### src/rtl/traffic_pkg.sv
// -----------------------------------------------------------------------------
// traffic_pkg
// Shared definitions for the intersection controller slice:
//   - timer_state_t : phase_timer state encoding (IDLE / RUN / DONE)
//   - TIME_W        : width of the phase duration / seconds counter
//   - DEFAULT_CLK_DIV : system clock cycles per second on the target board
//   - light_t       : signal-head light codes used by trafficFSM
// -----------------------------------------------------------------------------
package traffic_pkg;

    localparam int unsigned TIME_W          = 7;
    localparam int unsigned DEFAULT_CLK_DIV = 50000000;

    typedef enum logic [1:0] {
        IDLE = 2'd0,
        RUN  = 2'd1,
        DONE = 2'd2
    } timer_state_t;

    typedef enum logic [1:0] {
        RED    = 2'd0,
        YELLOW = 2'd1,
        GREEN  = 2'd2
    } light_t;

endpackage : traffic_pkg

### src/rtl/tick_prescaler.sv
// -----------------------------------------------------------------------------
// tick_prescaler
// Modulo-CLK_DIV cycle counter producing the 1 s boundary for phase_timer.
// Ports:
//   clk    : system clock, rising edge
//   reset  : asynchronous, active-low reset (counter -> 0)
//   enable : count while high; counter holds while low
//   clear  : synchronous clear to 0, overrides enable
//   wrap   : high in the cycle where the counter sits at CLK_DIV-1 and is
//            enabled, i.e. the cycle whose closing edge completes a second
// -----------------------------------------------------------------------------
module tick_prescaler #(
    parameter int unsigned CLK_DIV = traffic_pkg::DEFAULT_CLK_DIV
) (
    input  logic clk,
    input  logic reset,
    input  logic enable,
    input  logic clear,
    output logic wrap
);

    localparam int unsigned PW = (CLK_DIV > 1) ? $clog2(CLK_DIV) : 1;
    localparam logic [PW-1:0] LAST = PW'(CLK_DIV - 1);

    logic [PW-1:0] r_count;
    logic          w_at_last;

    assign w_at_last = (r_count == LAST);
    assign wrap      = enable && w_at_last;

    always_ff @(posedge clk or negedge reset) begin
        if (!reset) begin
            r_count <= '0;
        end else if (clear) begin
            r_count <= '0;
        end else if (enable) begin
            r_count <= w_at_last ? '0 : r_count + 1'b1;
        end
    end

endmodule : tick_prescaler

### src/rtl/phase_timer.sv
// -----------------------------------------------------------------------------
// phase_timer
// Phase-duration timer serving the traffic controller's timer handshake.
// The controller loads a duration in whole seconds; the block counts it down
// on a 1 s boundary derived from clk and then holds expired high.
// Ports:
//   clk           : system clock, rising edge
//   reset         : asynchronous, active-low reset
//   startTimer    : load request, sampled every rising edge
//   timeParameter : duration in seconds (unsigned), sampled when startTimer=1
//   expired       : level, high whenever no countdown is in progress
//   secondsLeft   : remaining whole seconds
//   tick          : one-cycle strobe on each 1 s boundary while running
// All outputs are registered.
// -----------------------------------------------------------------------------
module phase_timer #(
    parameter int unsigned CLK_DIV = traffic_pkg::DEFAULT_CLK_DIV,
    parameter int unsigned TIME_W  = traffic_pkg::TIME_W
) (
    input  logic              clk,
    input  logic              reset,
    input  logic              startTimer,
    input  logic [TIME_W-1:0] timeParameter,
    output logic              expired,
    output logic [TIME_W-1:0] secondsLeft,
    output logic              tick
);

    import traffic_pkg::*;

    timer_state_t      r_state;
    timer_state_t      w_state_nxt;
    logic [TIME_W-1:0] r_secs;
    logic [TIME_W-1:0] w_secs_nxt;
    logic              r_tick;
    logic              w_tick_nxt;
    logic              r_expired;
    logic              w_expired_nxt;

    logic              w_run;
    logic              w_wrap;

    assign w_run = (r_state == RUN);

    // A load clears the prescaler in every state, so a restart or a
    // start/wrap collision always begins a fresh full second.
    tick_prescaler #(
        .CLK_DIV (CLK_DIV)
    ) u_prescaler (
        .clk    (clk),
        .reset  (reset),
        .enable (w_run),
        .clear  (startTimer),
        .wrap   (w_wrap)
    );

    // ------------------------------------------------------------------
    // State / output registers
    // ------------------------------------------------------------------
    always_ff @(posedge clk or negedge reset) begin
        if (!reset) begin
            r_state   <= IDLE;
            r_secs    <= '0;
            r_tick    <= 1'b0;
            r_expired <= 1'b1;
        end else begin
            r_state   <= w_state_nxt;
            r_secs    <= w_secs_nxt;
            r_tick    <= w_tick_nxt;
            r_expired <= w_expired_nxt;
        end
    end

    // ------------------------------------------------------------------
    // Next-state and next-output logic
    // ------------------------------------------------------------------
    always_comb begin
        w_state_nxt   = r_state;
        w_secs_nxt    = r_secs;
        w_tick_nxt    = 1'b0;
        w_expired_nxt = r_expired;

        if (startTimer) begin
            // Load has priority over the prescaler wrap: the aborted second
            // produces no tick and cannot expire the counter.
            if (timeParameter != '0) begin
                w_state_nxt   = RUN;
                w_secs_nxt    = timeParameter;
                w_expired_nxt = 1'b0;
            end else begin
                w_state_nxt   = DONE;
                w_secs_nxt    = '0;
                w_expired_nxt = 1'b1;
            end
        end else begin
            unique case (r_state)
                RUN: begin
                    w_expired_nxt = 1'b0;
                    if (w_wrap) begin
                        w_tick_nxt = 1'b1;
                        // RUN always holds a non-zero count; the guard keeps
                        // the counter from ever wrapping below zero.
                        if (r_secs <= TIME_W'(1)) begin
                            w_secs_nxt    = '0;
                            w_state_nxt   = DONE;
                            w_expired_nxt = 1'b1;
                        end else begin
                            w_secs_nxt = r_secs - 1'b1;
                        end
                    end
                end
                IDLE, DONE: begin
                    w_expired_nxt = 1'b1;
                end
                default: begin
                    w_state_nxt   = IDLE;
                    w_secs_nxt    = '0;
                    w_expired_nxt = 1'b1;
                end
            endcase
        end
    end

    assign expired     = r_expired;
    assign secondsLeft = r_secs;
    assign tick        = r_tick;

endmodule : phase_timer

### config.mk
export PLATFORM = sky130hd
export DESIGN_NAME = phase_timer
export DESIGN_NICKNAME = d
export VERILOG_FILES = /design/src/rtl/traffic_pkg.sv /design/src/rtl/tick_prescaler.sv /design/src/rtl/phase_timer.sv
export SDC_FILE = /design/constraint.sdc
export NUM_CORES = 1
export LEC_CHECK = 0
export ABC_CLOCK_PERIOD_IN_PS = 5700
export BUFFER_PORTS_ARGS = -buffer_cell sky130_fd_sc_hd__buf_4
export CORE_ASPECT_RATIO = 1.75
export CORE_MARGIN = 4
export CORE_UTILIZATION = 31
export DETAILED_ROUTE_END_ITERATION = 8
export PLACE_DENSITY = 0.5
export SETUP_SLACK_MARGIN = 0.2
export SLEW_MARGIN = 20
export SYNTH_ARGS = -nofsm -noshare
export SYNTH_HDL_FRONTEND = slang
export SYNTH_SLANG_ARGS = --single-unit
### constraint.sdc
create_clock -name clk -period 5.7 [get_ports clk]
set_input_delay 0.855 -clock clk [delete_from_list [all_inputs] [get_ports clk]]
set_output_delay 0.855 -clock clk [all_outputs]
set_load 0.02 [all_outputs]
== Word level (Yosys, flattened, before mapping) ==
Index checks and enable logic that the tools add are counted.

* Register bits: 37
* Logic and storage cells: 42
* Input bits: 10
* Output and inout port bits: 9

* Magnitude comparators: 1
* Add/subtract/negate cells: 2
* Multiplexer cells: 21
* Equal/unequal tests: 6
* Reduce and logical (&&, ||, !) cells: 7

{| class="wikitable"
|+ Operator list
! cell !! count
|-
| $mux 26 || 3
|-
| $mux 7 || 4
|-
| $add 26x1->26 const B || 1
|-
| $eq 26x26->1 const B || 1
|-
| $pmux 7 s2 || 1
|-
| $mux 1 || 8
|-
| $mux 2 || 4
|-
| $le 7x1->1 const B || 1
|-
| $reduce_bool 7->1 || 1
|-
| $sub 7x1->7 const B || 1
|-
| $ne 3x3->1 const B || 2
|-
| $pmux 2 s2 || 1
|-
| $reduce_and 3->1 || 1
|-
| $eq 2x1->1 const B || 1
|-
| $eq 2x2->1 const B || 1
|-
| $logic_not 2->1 || 1
|-
| $ne 2x2->1 const B || 1
|-
| $reduce_and 2->1 || 1
|-
| $reduce_bool 2->1 || 1
|-
| $reduce_or 2->1 || 1
|-
| $logic_and 1x1->1 || 1
|}

== Longest topological paths before layout ==
Gate-level depths: netlist of run 1.

* Depth in word-level cells: 5
* Gate-level depth with buffers: 7
* Mapped depth without buffers: 7

== Cells and area by module ==
From an unflattened synthesis of run 1, not the netlist that was laid out.

* Cell total of the unflattened synthesis: 242
* Area, all modules: 2229.6 um2

{| class="wikitable"
|+ By module, submodules not included
! module !! area an instance (um2) !! seq. area each (um2) !! cells an instance !! instances
|-
| tick_prescaler || 1551.5 || 650.6 || 173 || 1
|-
| phase_timer || 678.2 || 276.5 || 69 || 1
|}

== Worst setup path after synthesis of run 1 ==
No wires, ideal clock.

* Kind: input-to-reg
* Start: input startTimer
* End: register r_secs[6] (netlist: secondsLeft[6])
* Setup slack: 3.439 ns
* Library setup time: 0.087 ns
* Path buffers: 1
* Cell stages on the path: 5
* Arrival time: 2.175 ns
* Data required time: 5.613 ns
* Path through: clkbuf_1 nor3b_2 nand3_1 or4b_1 o211ai_1

* Longest elaborated chain between the ends: 2
* Elaborated cells between the ends (all ways): 4
* Classes of those cells: eq/ne (2); mux (1); reduce/logical (1)

{| class="wikitable"
|+ RTL lines
! item !! RTL line !! RTL
|-
| start, declared || phase_timer.sv:22 || <nowiki>input logic startTimer,</nowiki>
|-
| $ne 3x3->1 (no source line) / $ne 2x2->1 (equally long branches) || -- ||
|-
| $reduce_and 2->1 (no source line) || -- ||
|-
| end signal, assigned || phase_timer.sv:68 || <nowiki>r_secs <= w_secs_nxt;</nowiki>
|-
| end, declared || phase_timer.sv:33 || <nowiki>logic [TIME_W-1:0] r_secs;</nowiki>
|}

Parallel ways exist; a longest one is shown, timed or not.
A chain may end at the register's enable or synchronous reset.

== Worst setup path after layout of run 1 ==
* Start: register u_prescaler.r_count[0]
* End: register u_prescaler.r_count[5]

* Longest elaborated chain between the ends: 4
* Elaborated cells between the ends (all ways): 5
* Classes of those cells: add/sub (1); eq/ne (1); mux (3)

{| class="wikitable"
|+ RTL lines
! item !! RTL line !! RTL
|-
| start, declared || tick_prescaler.sv:25 || <nowiki>logic [PW-1:0] r_count;</nowiki>
|-
| start signal, assigned || tick_prescaler.sv:37 || <nowiki>r_count <= w_at_last ? '0 : r_count + 1'b1;</nowiki>
|-
| $add 26x1->26 / $eq 26x26->1 (equally long branches) || tick_prescaler.sv:37, tick_prescaler.sv:28 ||
|-
| $mux 26 (*) || tick_prescaler.sv:37 ||
|-
| $mux 26 (*) || tick_prescaler.sv:36 || <nowiki>end else if (enable) begin</nowiki>
|-
| $mux 26 (*) || tick_prescaler.sv:34 || <nowiki>end else if (clear) begin</nowiki>
|}

Mark *: on every way between the ends. The rest lies on a longest branch, timed or not. The select of a mux whose other input is x is not followed.

==> impl_metrics.ini, run 1 <==
[clock_tree]
insertion_delay_ns = 0.29
clockBufferDepth = 2
hold_buffers = 0
cts_setup_buffers = 0
cts_tree = done
clk_pin_slew_ns = 0.06
cts.repair.resized = 0
cts_htree_levels = 2
cts_buffers = 5
clockRootBuffer = clkbuf_16
cts.sinks = 37

[finish]
finalNonFillerCells = 352
nFillCells = 760
antenna_cells = 0
area_delta_synth_final_pct = 15.8
final_area_um2 = 2660
fin_nets = 278
drive_gt1_frac = 0.162

[hold_path]
min_to = u_prescaler.r_count[21]
min_path_cells = 1
hold_class = reg -> reg
hold_start = u_prescaler.r_count[21]

[synth]
synth_area_leaders = dfrtp_1 (39%), a31oi_1 (5.5%), nand2_1 (3.9%)
synthSimpleGateAreaFrac = 0.298
synth.avg_cell_area_um2 = 9.11
yosysWarnings = 0
synthFlopType = dfrtp_1
synth_top_cell_area_share = 0.393
synth_fa_ha_area_frac = 0.0164
synth_nets = 265
ys_types = 58
postSynthCellCount = 252
synthMuxAreaShare = 0
synth_xor_area_frac = 0.00763
synth_top_area_cell = dfrtp_1
synthMostInstantiatedCell = dfrtp_1
synth_edf_count = 0
synth_compound_area_frac = 0.234
synth_seq_cells = 37
synth_top_family_by_area = simple AND/OR/NAND/NOR gates
seq_area_frac_synth = 0.404
async_flop_share = 1.00
netlist_area_um2 = 2290
synth_commonest_cells = dfrtp_1 (36), nand2_1 (24), a31oi_1 (20), a21oi_1 (17), nor2_1 (14)

[detailed_routing]
routed-wl-met3_um = 255
dr_wl_met2_um = 3330
num_vias = 2040
met1_length_um = 2390
maxUsedRoutingLayer = met4
post_drt_wl_per_cell_um = 17.5
dr.pass1.iters = 4
ant_nets = 0
wirelength_um = 6150
dr.first_iter.drc_count = 130
via_per_inst = 5.80
drc = 0

[sta]
fin_tns_setup_ns = 0
maxSlewHeadroom = 0.370
worst_slew_pin_slew_ns = 0.939
whs_ns = 0.501
setup_viol = 0
fin_crit_sh = 0.445
rsz0062_at_grt = false
finalMaxSlewViolations = 0
clock_skew_ns = 0.00766
final_hold_viol_count = 0
max_freq_mhz = 394
period_minus_slack_ns = 2.54

[worst_setup_path]
endpoint_kind = register
crit_type = reg -> reg
path_buf_inv = 0
cpMostUsedCell = o21ai_1
worstPathArrival_ns = 2.72
cp.depth = 6
r2r_slack_ns = 3.16
reg2reg_to = u_prescaler.r_count[5]
cp_slowest_stage_delay_ns = 0.76
r2r_cells = 6
path_max_fanout = 11
crit_slowest_cell = o21ai_1
timing.rr.start = u_prescaler.r_count[0]
crit_chain = ha_1, nand3_2, or3_4, o21ai_1, o21ai_1, a22o_1
critical-path-top-delay-family = compound AO/OA/AOI/OAI gates
start_kind = register
cp_data_required_time_ns = 5.88

[placement]
post-place-cells = 344
gp_congestion = 0.807
place_area_um2 = 2480
dp_hpwl_um = 4480
port_buffers = 18

[power]
ir_worst_vdd_uv = 133
leakage_nw = 1.08
p_per_area_nw_per_um2 = 271

[floorplanning]
initial_core_util = 0.317
ios = 19
die_area_um2 = 8900
rows = 41
dieHeight_um = 122
dieWidth_um = 73.0
core_region_area_um2 = 7230

[global_routing]
grt_pass1_wl_um = 10200
grt_use_total = 0.150
grt_pass1_vias = 1982
grt_max_degree = 38
antenna_found_initial = 0
grt.overflow.total = 0

[run]
max_cap_violations = 0

[outcome]
status = completed
-- logic make-up after synthesis --
family / count (synthesis)
buf+inv: 21
fa+ha+maj: 3
xor+xnor: 2
simple gates: 110
flops: 37
compound gates: 79
-- area by class of cell --
cell class	count	area, um^2	area share
clock inverters	1	30.0	0.0113
well taps	86	108	0.0405
flip-flops and latches	37	927	0.349
repair buffers	19	143	0.0537
multi-input cells	194	1280	0.480
clock buffers	7	143	0.0537
inverters	8	30.0	0.0113
-- power breakdown --
| part | switching (mW) | total (mW) | leakage (nW) | internal, mW |
|---|---|---|---|---|
| Clock | 0.110 | 0.328 | 0.0841 | 0.219 |
| Combinational | 0.0597 | 0.0975 | 0.499 | 0.0378 |
| Sequential | 0.0189 | 0.293 | 0.495 | 0.274 |
-- stage by stage --
step	power [mW]	worst slack, ns	util
after floorplan	0.356	3.44	-
after global placement	0.397	3.21	0.343
after detailed placement	0.397	3.14	0.343
after CTS	0.730	3.13	0.367
after global routing	0.750	2.95	0.367
final	0.719	3.16	0.367
-- sequential cells by signal (all words and copies together) (netlist names) --
signal and flops:
expired 1, r_state 2, secondsLeft 7, u_prescaler.r_count 26
tick 1
-- placed cells by master, fill, tap and decap left out, types with 4 or more instances in the layout --
master and count:
clkbuf_16 5, nand2_1 24, inv_1 8, a21oi_1 17, nand2b_1 5, a41oi_1 5
a31oi_1 20, buf_4 19, nand4_1 5, nor2_1 14, dfrtp_1 36, nor3_1 10
and3_1 4, and4_1 4, o21ai_0 4, o211ai_1 6, o21ai_1 5, nand3_1 13
a21o_1 5, nor3b_1 4
-- how the worst max path moves through the flow --
stage | slack (ns) | to | start
global placement | 3.21 | u_prescaler.r_count[5] | u_prescaler.r_count[0]
finish | 3.16 | u_prescaler.r_count[5] | u_prescaler.r_count[0]
CTS | 3.13 | u_prescaler.r_count[5] | u_prescaler.r_count[0]
detailed placement | 3.14 | u_prescaler.r_count[5] | u_prescaler.r_count[0]
global route | 2.95 | u_prescaler.r_count[5] | u_prescaler.r_count[0]
floorplan | 3.44 | secondsLeft[6] | startTimer
-- worst reg2reg max path, cell delays in order (launching register included) --
cell	delay [ns]
dfrtp_1	0.40
ha_1	0.23
nand3_2	0.18
or3_4	0.46
o21ai_1	0.76
o21ai_1	0.16
a22o_1	0.25
-- per-layer routing --
| metal | track usage | up-vias |
|---|---|---|
| met5 | 0 | - |
| met4 | 0.0831 | 0 |
| met1 | 0.166 | 976 |
| met2 | 0.264 | 57 |
| li1 | - | 993 |
| met3 | 0.0239 | 14 |
(Power assumes the default switching activity.)
==> run 2, diff against run 1 <==
Settings changed: ABC_CLOCK_PERIOD_IN_PS 5700 to 2280, PLACE_DENSITY 0.5 to 0.52.
Clock period 5.7 ns to 2.28 ns, I/O delays scaled along.
==> run 2 against run 1 <==
  * Non-clock buffer count rose by 12
  * Setup slack got worse by 2.9 ns
  * Sequential power rose by 150%
  * Critical endpoint is now secondsLeft[5]
  * Largest power group unchanged
==> impl_metrics.ini, run 2 (synthesis results as in run 1) <==
[clock_tree]
cts_htree_levels = 2
cts_tree = done
cts_buffers = 5
cts.sinks = 37
hold_buffers = 0
insertion_delay_ns = 0.28
clockRootBuffer = clkbuf_16
clk_pin_slew_ns = 0.06
clockBufferDepth = 2

[worst_setup_path]
path_buf_inv = 0
crit_slowest_cell = or3_4
crit_type = reg -> reg
r2r_cells = 6
start_kind = register
endpoint_kind = register
timing.rr.start = u_prescaler.r_count[0]
cp_slowest_stage_delay_ns = 0.45
worstPathArrival_ns = 2.18
reg2reg_to = secondsLeft[5]
crit_chain = ha_4, nand3_4, or3_4, nor4_4, a31oi_1, a211o_1
cp_data_required_time_ns = 2.45
critical-path-top-delay-family = simple AND/OR/NAND/NOR gates
r2r_slack_ns = 0.27
path_max_fanout = 6

[hold_path]
hold_class = in -> async

[power]
leakage_nw = 1.13
ir_worst_vdd_uv = 320
switching_share = 0.276
netSwitchingPower_mw = 0.481
pwr-share-comb = 0.156
p_int_mw = 1.26
p_seq_frac = 0.420
clock_power_share = 0.424
p_per_area_nw_per_um2 = 630

[sta]
period_minus_slack_ns = 2.01
rsz0062_at_grt = true
whs_ns = 0.0167
setup_viol = 0
fin_tns_setup_ns = 0
maxSlewHeadroom = 0.621
worst_slew_pin_slew_ns = 0.566
final_hold_viol_count = 0
worst_slack_ns = 0.267
max_freq_mhz = 497
clock_skew_ns = 0.00246
finalMaxSlewViolations = 0
fin_crit_sh = 0.883

[global_routing]
grt_pass1_vias = 1978
grt_use_total = 0.150
grt.overflow.total = 0
grt_pass1_wl_um = 10100
grt_max_degree = 38
antenna_found_initial = 0

[placement]
port_buffers = 18
place_ws_ns = 0.227
dp_hpwl_um = 4460
post-place-cells = 354
gp_congestion = 0.787

[finish]
fin_nets = 290
largest_register_ffs = 26
final_cell_mix = dfrtp_1 (33), buf_4 (31), nand2_1 (24)
drive_gt1_frac = 0.219
top_register = u_prescaler.r_count
antenna_cells = 0
fin_util = 0.382
ff_latch_area_um2 = 931
area_delta_synth_final_pct = 20.3
multiInputGateArea_um2 = 1300
nFillCells = 725
layout_commonest_cell = dfrtp_1
finalNonFillerCells = 364

[detailed_routing]
dr.first_iter.drc_count = 96
via_per_inst = 5.67
dr.pass1.iters = 4
drc = 0
ant_nets = 0
wirelength_um = 6180
num_vias = 2064
post_drt_wl_per_cell_um = 17.0

[floorplanning]
core_region_area_um2 = 7230
rows = 41
ios = 19
die_area_um2 = 8900
initial_core_util = 0.317
dieHeight_um = 122
dieWidth_um = 73.0

[run]
max_cap_violations = 0

[outcome]
status = completed
[run 2: cell count changes in the layout (fill, tap and decap cells not counted), sizes merged]
cell | previous run | this run
buf | 19 | 31
bufinv | 1 | 0
clkinv | 0 | 1
[run 2: through the flow]
step | cell area, um^2 | power [mW]
final | 2760 | 1.74
after global placement | 2560 | 1.01
after floorplan | 2290 | 0.891
after CTS | 2720 | 1.76
after detailed placement | 2560 | 1.01
after global routing | 2760 | 1.83
[run 2: what timing repair did]
item	4_1_cts	5_1_grt
gates resized for setup	0	7
setup endpoints to repair	0	12
setup buffers	0	2
[run 2: cell type report]
type | instances | share of cell area
flip-flops and latches | 37 | 0.337
clock inverters | 1 | 0.00181
clock buffers | 7 | 0.0553
repair buffers | 31 | 0.0843
inverters | 8 | 0.0109
well taps | 86 | 0.0390
multi-input cells | 194 | 0.472
[run 2: worst max path at each step]
stage / end / cells past startpoint / from / slack (ns)
CTS: secondsLeft[5] / 6 / u_prescaler.r_count[0] / 0.21
global route: secondsLeft[5] / 6 / u_prescaler.r_count[0] / 0.15
global placement: secondsLeft[5] / 6 / u_prescaler.r_count[0] / 0.28
detailed placement: secondsLeft[5] / 6 / u_prescaler.r_count[0] / 0.23
finish: secondsLeft[5] / 6 / u_prescaler.r_count[0] / 0.27
floorplan: secondsLeft[5] / 6 / u_prescaler.r_count[0] / 0.38
[run 2: worst register-to-register path, cell delays in order, from the launching register on]
cell     delay [ns]
dfrtp_2        0.41
ha_4           0.17
nand3_4        0.11
or3_4          0.45
nor4_4         0.34
a31oi_1        0.13
a211o_1        0.28
[run 2: power groups by stage]
stage	clock network (mW)	logic (mW)	registers, mW
2_1_floorplan	0	0.140	0.751
3_3_place_gp	0	0.270	0.738
3_5_place_dp	0	0.270	0.739
4_1_cts	0.760	0.271	0.727
5_1_grt	0.787	0.302	0.737
6_report	0.737	0.272	0.731
[run 2: per-layer routing]
layer,global-route usage,part of all wire,vias to the layer above
li1,-,-,1014
met1,0.164,0.39,984
met2,0.262,0.53,51
met3,0.0330,0.043,15
met4,0.0797,0.035,0
met5,0,0,-
==> run 3, diff against run 2 <==
Settings changed: SYNTH_HIERARCHICAL set to 1.
==> run 3 against run 2 <==
  * Maximum frequency down 3.5%
  * Combinational power down 20%
  * Utilization up 2.8 points
  * Cell area up 3.2%
  * Non-clock buffer count up 14
  * Synthesized cell count down 4.0%
  * Clock-buffer cell count down 1
  * Sequential share of layout area down 1.1 points
  * Clock skew about the same
  * Setup slack worse by 0.072 ns
  * Critical path depth up 2
  * Critical endpoint is now secondsLeft[3]
  * Largest cell class unchanged
  * Largest power group is now registers
==> impl_metrics.ini, run 3 <==
[detailed_routing]
num_vias = 2130
ant_nets = 0
dr.first_iter.drc_count = 118
via_per_inst = 5.74
dr.pass1.iters = 4
post_drt_wl_per_cell_um = 18.1
wirelength_um = 6730
drc = 0

[hold_path]
hold_class = in -> async

[power]
p_per_area_nw_per_um2 = 561
clock_power_share = 0.416
p_int_mw = 1.17
leakage_nw = 1.18
switching_share = 0.265
netSwitchingPower_mw = 0.425
p_total_mw = 1.60
ir_worst_vdd_uv = 360
pwr-share-comb = 0.136
p_seq_frac = 0.447

[global_routing]
grt_max_degree = 38
grt_pass1_vias = 2227
grt.overflow.total = 0
grt_use_total = 0.163
antenna_found_initial = 0
grt_pass1_wl_um = 11000

[floorplanning]
ios = 19
rows = 40
dieWidth_um = 72.1
core_region_area_um2 = 6960
dieHeight_um = 120
die_area_um2 = 8670
initial_core_util = 0.321

[finish]
layout_commonest_cell = buf_4
multiInputGateArea_um2 = 1300
ff_latch_area_um2 = 930
final_cell_mix = buf_4 (45), dfrtp_1 (34), nand2_1 (20)
fin_util = 0.410
area_delta_synth_final_pct = 27.8
nFillCells = 727
largest_register_ffs = 26
fin_nets = 299
top_register = u_prescaler/r_count
antenna_cells = 0
drive_gt1_frac = 0.275

[synth]
synth_commonest_cells = dfrtp_1 (36), nand2_1 (22), a21oi_1 (15), nand3_1 (13), nand4_1 (13)
synthMuxAreaShare = 0
synth_fa_ha_area_frac = 0.0168
netlist_area_um2 = 2230
synth_area_leaders = dfrtp_1 (40%), nand2_1 (3.7%), or4_1 (3.7%)
synth_nets = 255
yosysWarnings = 6
synth_top_area_cell = dfrtp_1
synthFlopType = dfrtp_1
ys_types = 52
synth_seq_cells = 37
seq_area_frac_synth = 0.416
synth_top_family_by_area = simple AND/OR/NAND/NOR gates
synth_xor_area_frac = 0.0314
synth.avg_cell_area_um2 = 9.21
synth_compound_area_frac = 0.167
synth_top_cell_area_share = 0.404
postSynthCellCount = 242
async_flop_share = 1.00
synth_edf_count = 0
synthSimpleGateAreaFrac = 0.328
synthMostInstantiatedCell = dfrtp_1

[run]
max_cap_violations = 0

[sta]
clock_skew_ns = 0.00289
max_freq_mhz = 480
finalMaxSlewViolations = 0
whs_ns = 0.0285
fin_crit_sh = 0.915
final_hold_viol_count = 0
period_minus_slack_ns = 2.09
setup_viol = 0
worst_slack_ns = 0.195
worst_slew_pin_slew_ns = 0.593
fin_tns_setup_ns = 0
rsz0062_at_grt = true
maxSlewHeadroom = 0.600

[worst_setup_path]
crit_type = reg -> reg
start_kind = register
cpMostUsedCell = nor4_4
r2r_slack_ns = 0.19
path_max_fanout = 6
cp_data_required_time_ns = 2.45
reg2reg_to = secondsLeft[3]
critical-path-top-delay-family = simple AND/OR/NAND/NOR gates
worstPathArrival_ns = 2.25
timing.rr.start = u_prescaler/r_count[21]
endpoint_kind = register
cp_slowest_stage_delay_ns = 0.42
crit_slowest_cell = dfrtp_2
crit_chain = nand2_4, nor4_4, nand3_2, nor4_4, buf_4, o21a_4, nor2_4, a221o_2
r2r_cells = 8
path_buf_inv = 1

[clock_tree]
clockRootBuffer = clkbuf_16
cts_htree_levels = 2
clockBufferDepth = 2
cts_tree = done
insertion_delay_ns = 0.28
cts.sinks = 37
hold_buffers = 0
cts_buffers = 5
clk_pin_slew_ns = 0.06

[placement]
dp_hpwl_um = 4820
gp_congestion = 0.873
port_buffers = 18
place_ws_ns = 0.0776

[outcome]
status = completed
run 3: cell count changes after synthesis, sizes merged, moves of 6 or more:
cell,delta
a31oi,-18
nand4,+8
or4,+10
o31ai,+8
nor3,-6
or3,+7
run 3: kinds of logic (layout without fill, tap and decap cells):
logic type	Yosys count	after routing
xor gates and xnor gates	8	8
DFF	37	37
and+or+nand+nor	120	120
buffers and inverters	18	63
adders and majority gates	3	3
AOI/OAI and AO/OA	56	56
run 3: repair_timing:
action / CTS / global route
pin swaps: 0 / 7
setup buffers: 0 / 10
resized for setup: 2 / 18
endpoints found under the setup margin: 6 / 13
run 3: per-layer routing:
layer	vias up	share of wire	global-route usage
met5	-	0	0
met4	0	0.032	0.0847
met3	16	0.030	0.0266
met2	41	0.56	0.306
met1	1062	0.37	0.167
li1	1011	-	-
run 3: worst max-delay path by stage:
stage | depth (start not counted) | slack (ns) | end | from
after floorplan | 7 | 0.22 | secondsLeft[4] | r_state[1]
after global placement | 8 | 0.1 | secondsLeft[2] | u_prescaler/r_count[19]
after detailed placement | 7 | 0.08 | secondsLeft[4] | u_prescaler/r_count[19]
after CTS | 8 | 0.19 | secondsLeft[1] | u_prescaler/r_count[19]
after global routing | 5 | 0.09 | u_prescaler/r_count[21] | r_state[0]
final | 8 | 0.19 | secondsLeft[3] | u_prescaler/r_count[21]
run 3: cell type report:
| type | instances | share of cell area |
|---|---|---|
| clock buffers | 6 | 0.0452 |
| repair buffers | 45 | 0.119 |
| inverters | 10 | 0.0132 |
| multi-input cells | 187 | 0.456 |
| clock inverters | 2 | 0.00351 |
| flip-flops and latches | 37 | 0.326 |
| well taps | 84 | 0.0369 |
run 3: power by group through the flow:
stage / sequential, mW / clock (mW) / combinational (mW)
finish: 0.716 / 0.666 / 0.218
global route: 0.720 / 0.721 / 0.237
CTS: 0.715 / 0.690 / 0.213
detailed placement: 0.726 / 0 / 0.211
global placement: 0.726 / 0 / 0.211
floorplan: 0.743 / 0 / 0.0887
run 3: through the flow:
step	std cells	cell area [um^2]
global route	371	2850
finish	371	2850
detailed placement	353	2550
floorplan	242	2240
CTS	361	2700
global placement	353	2550
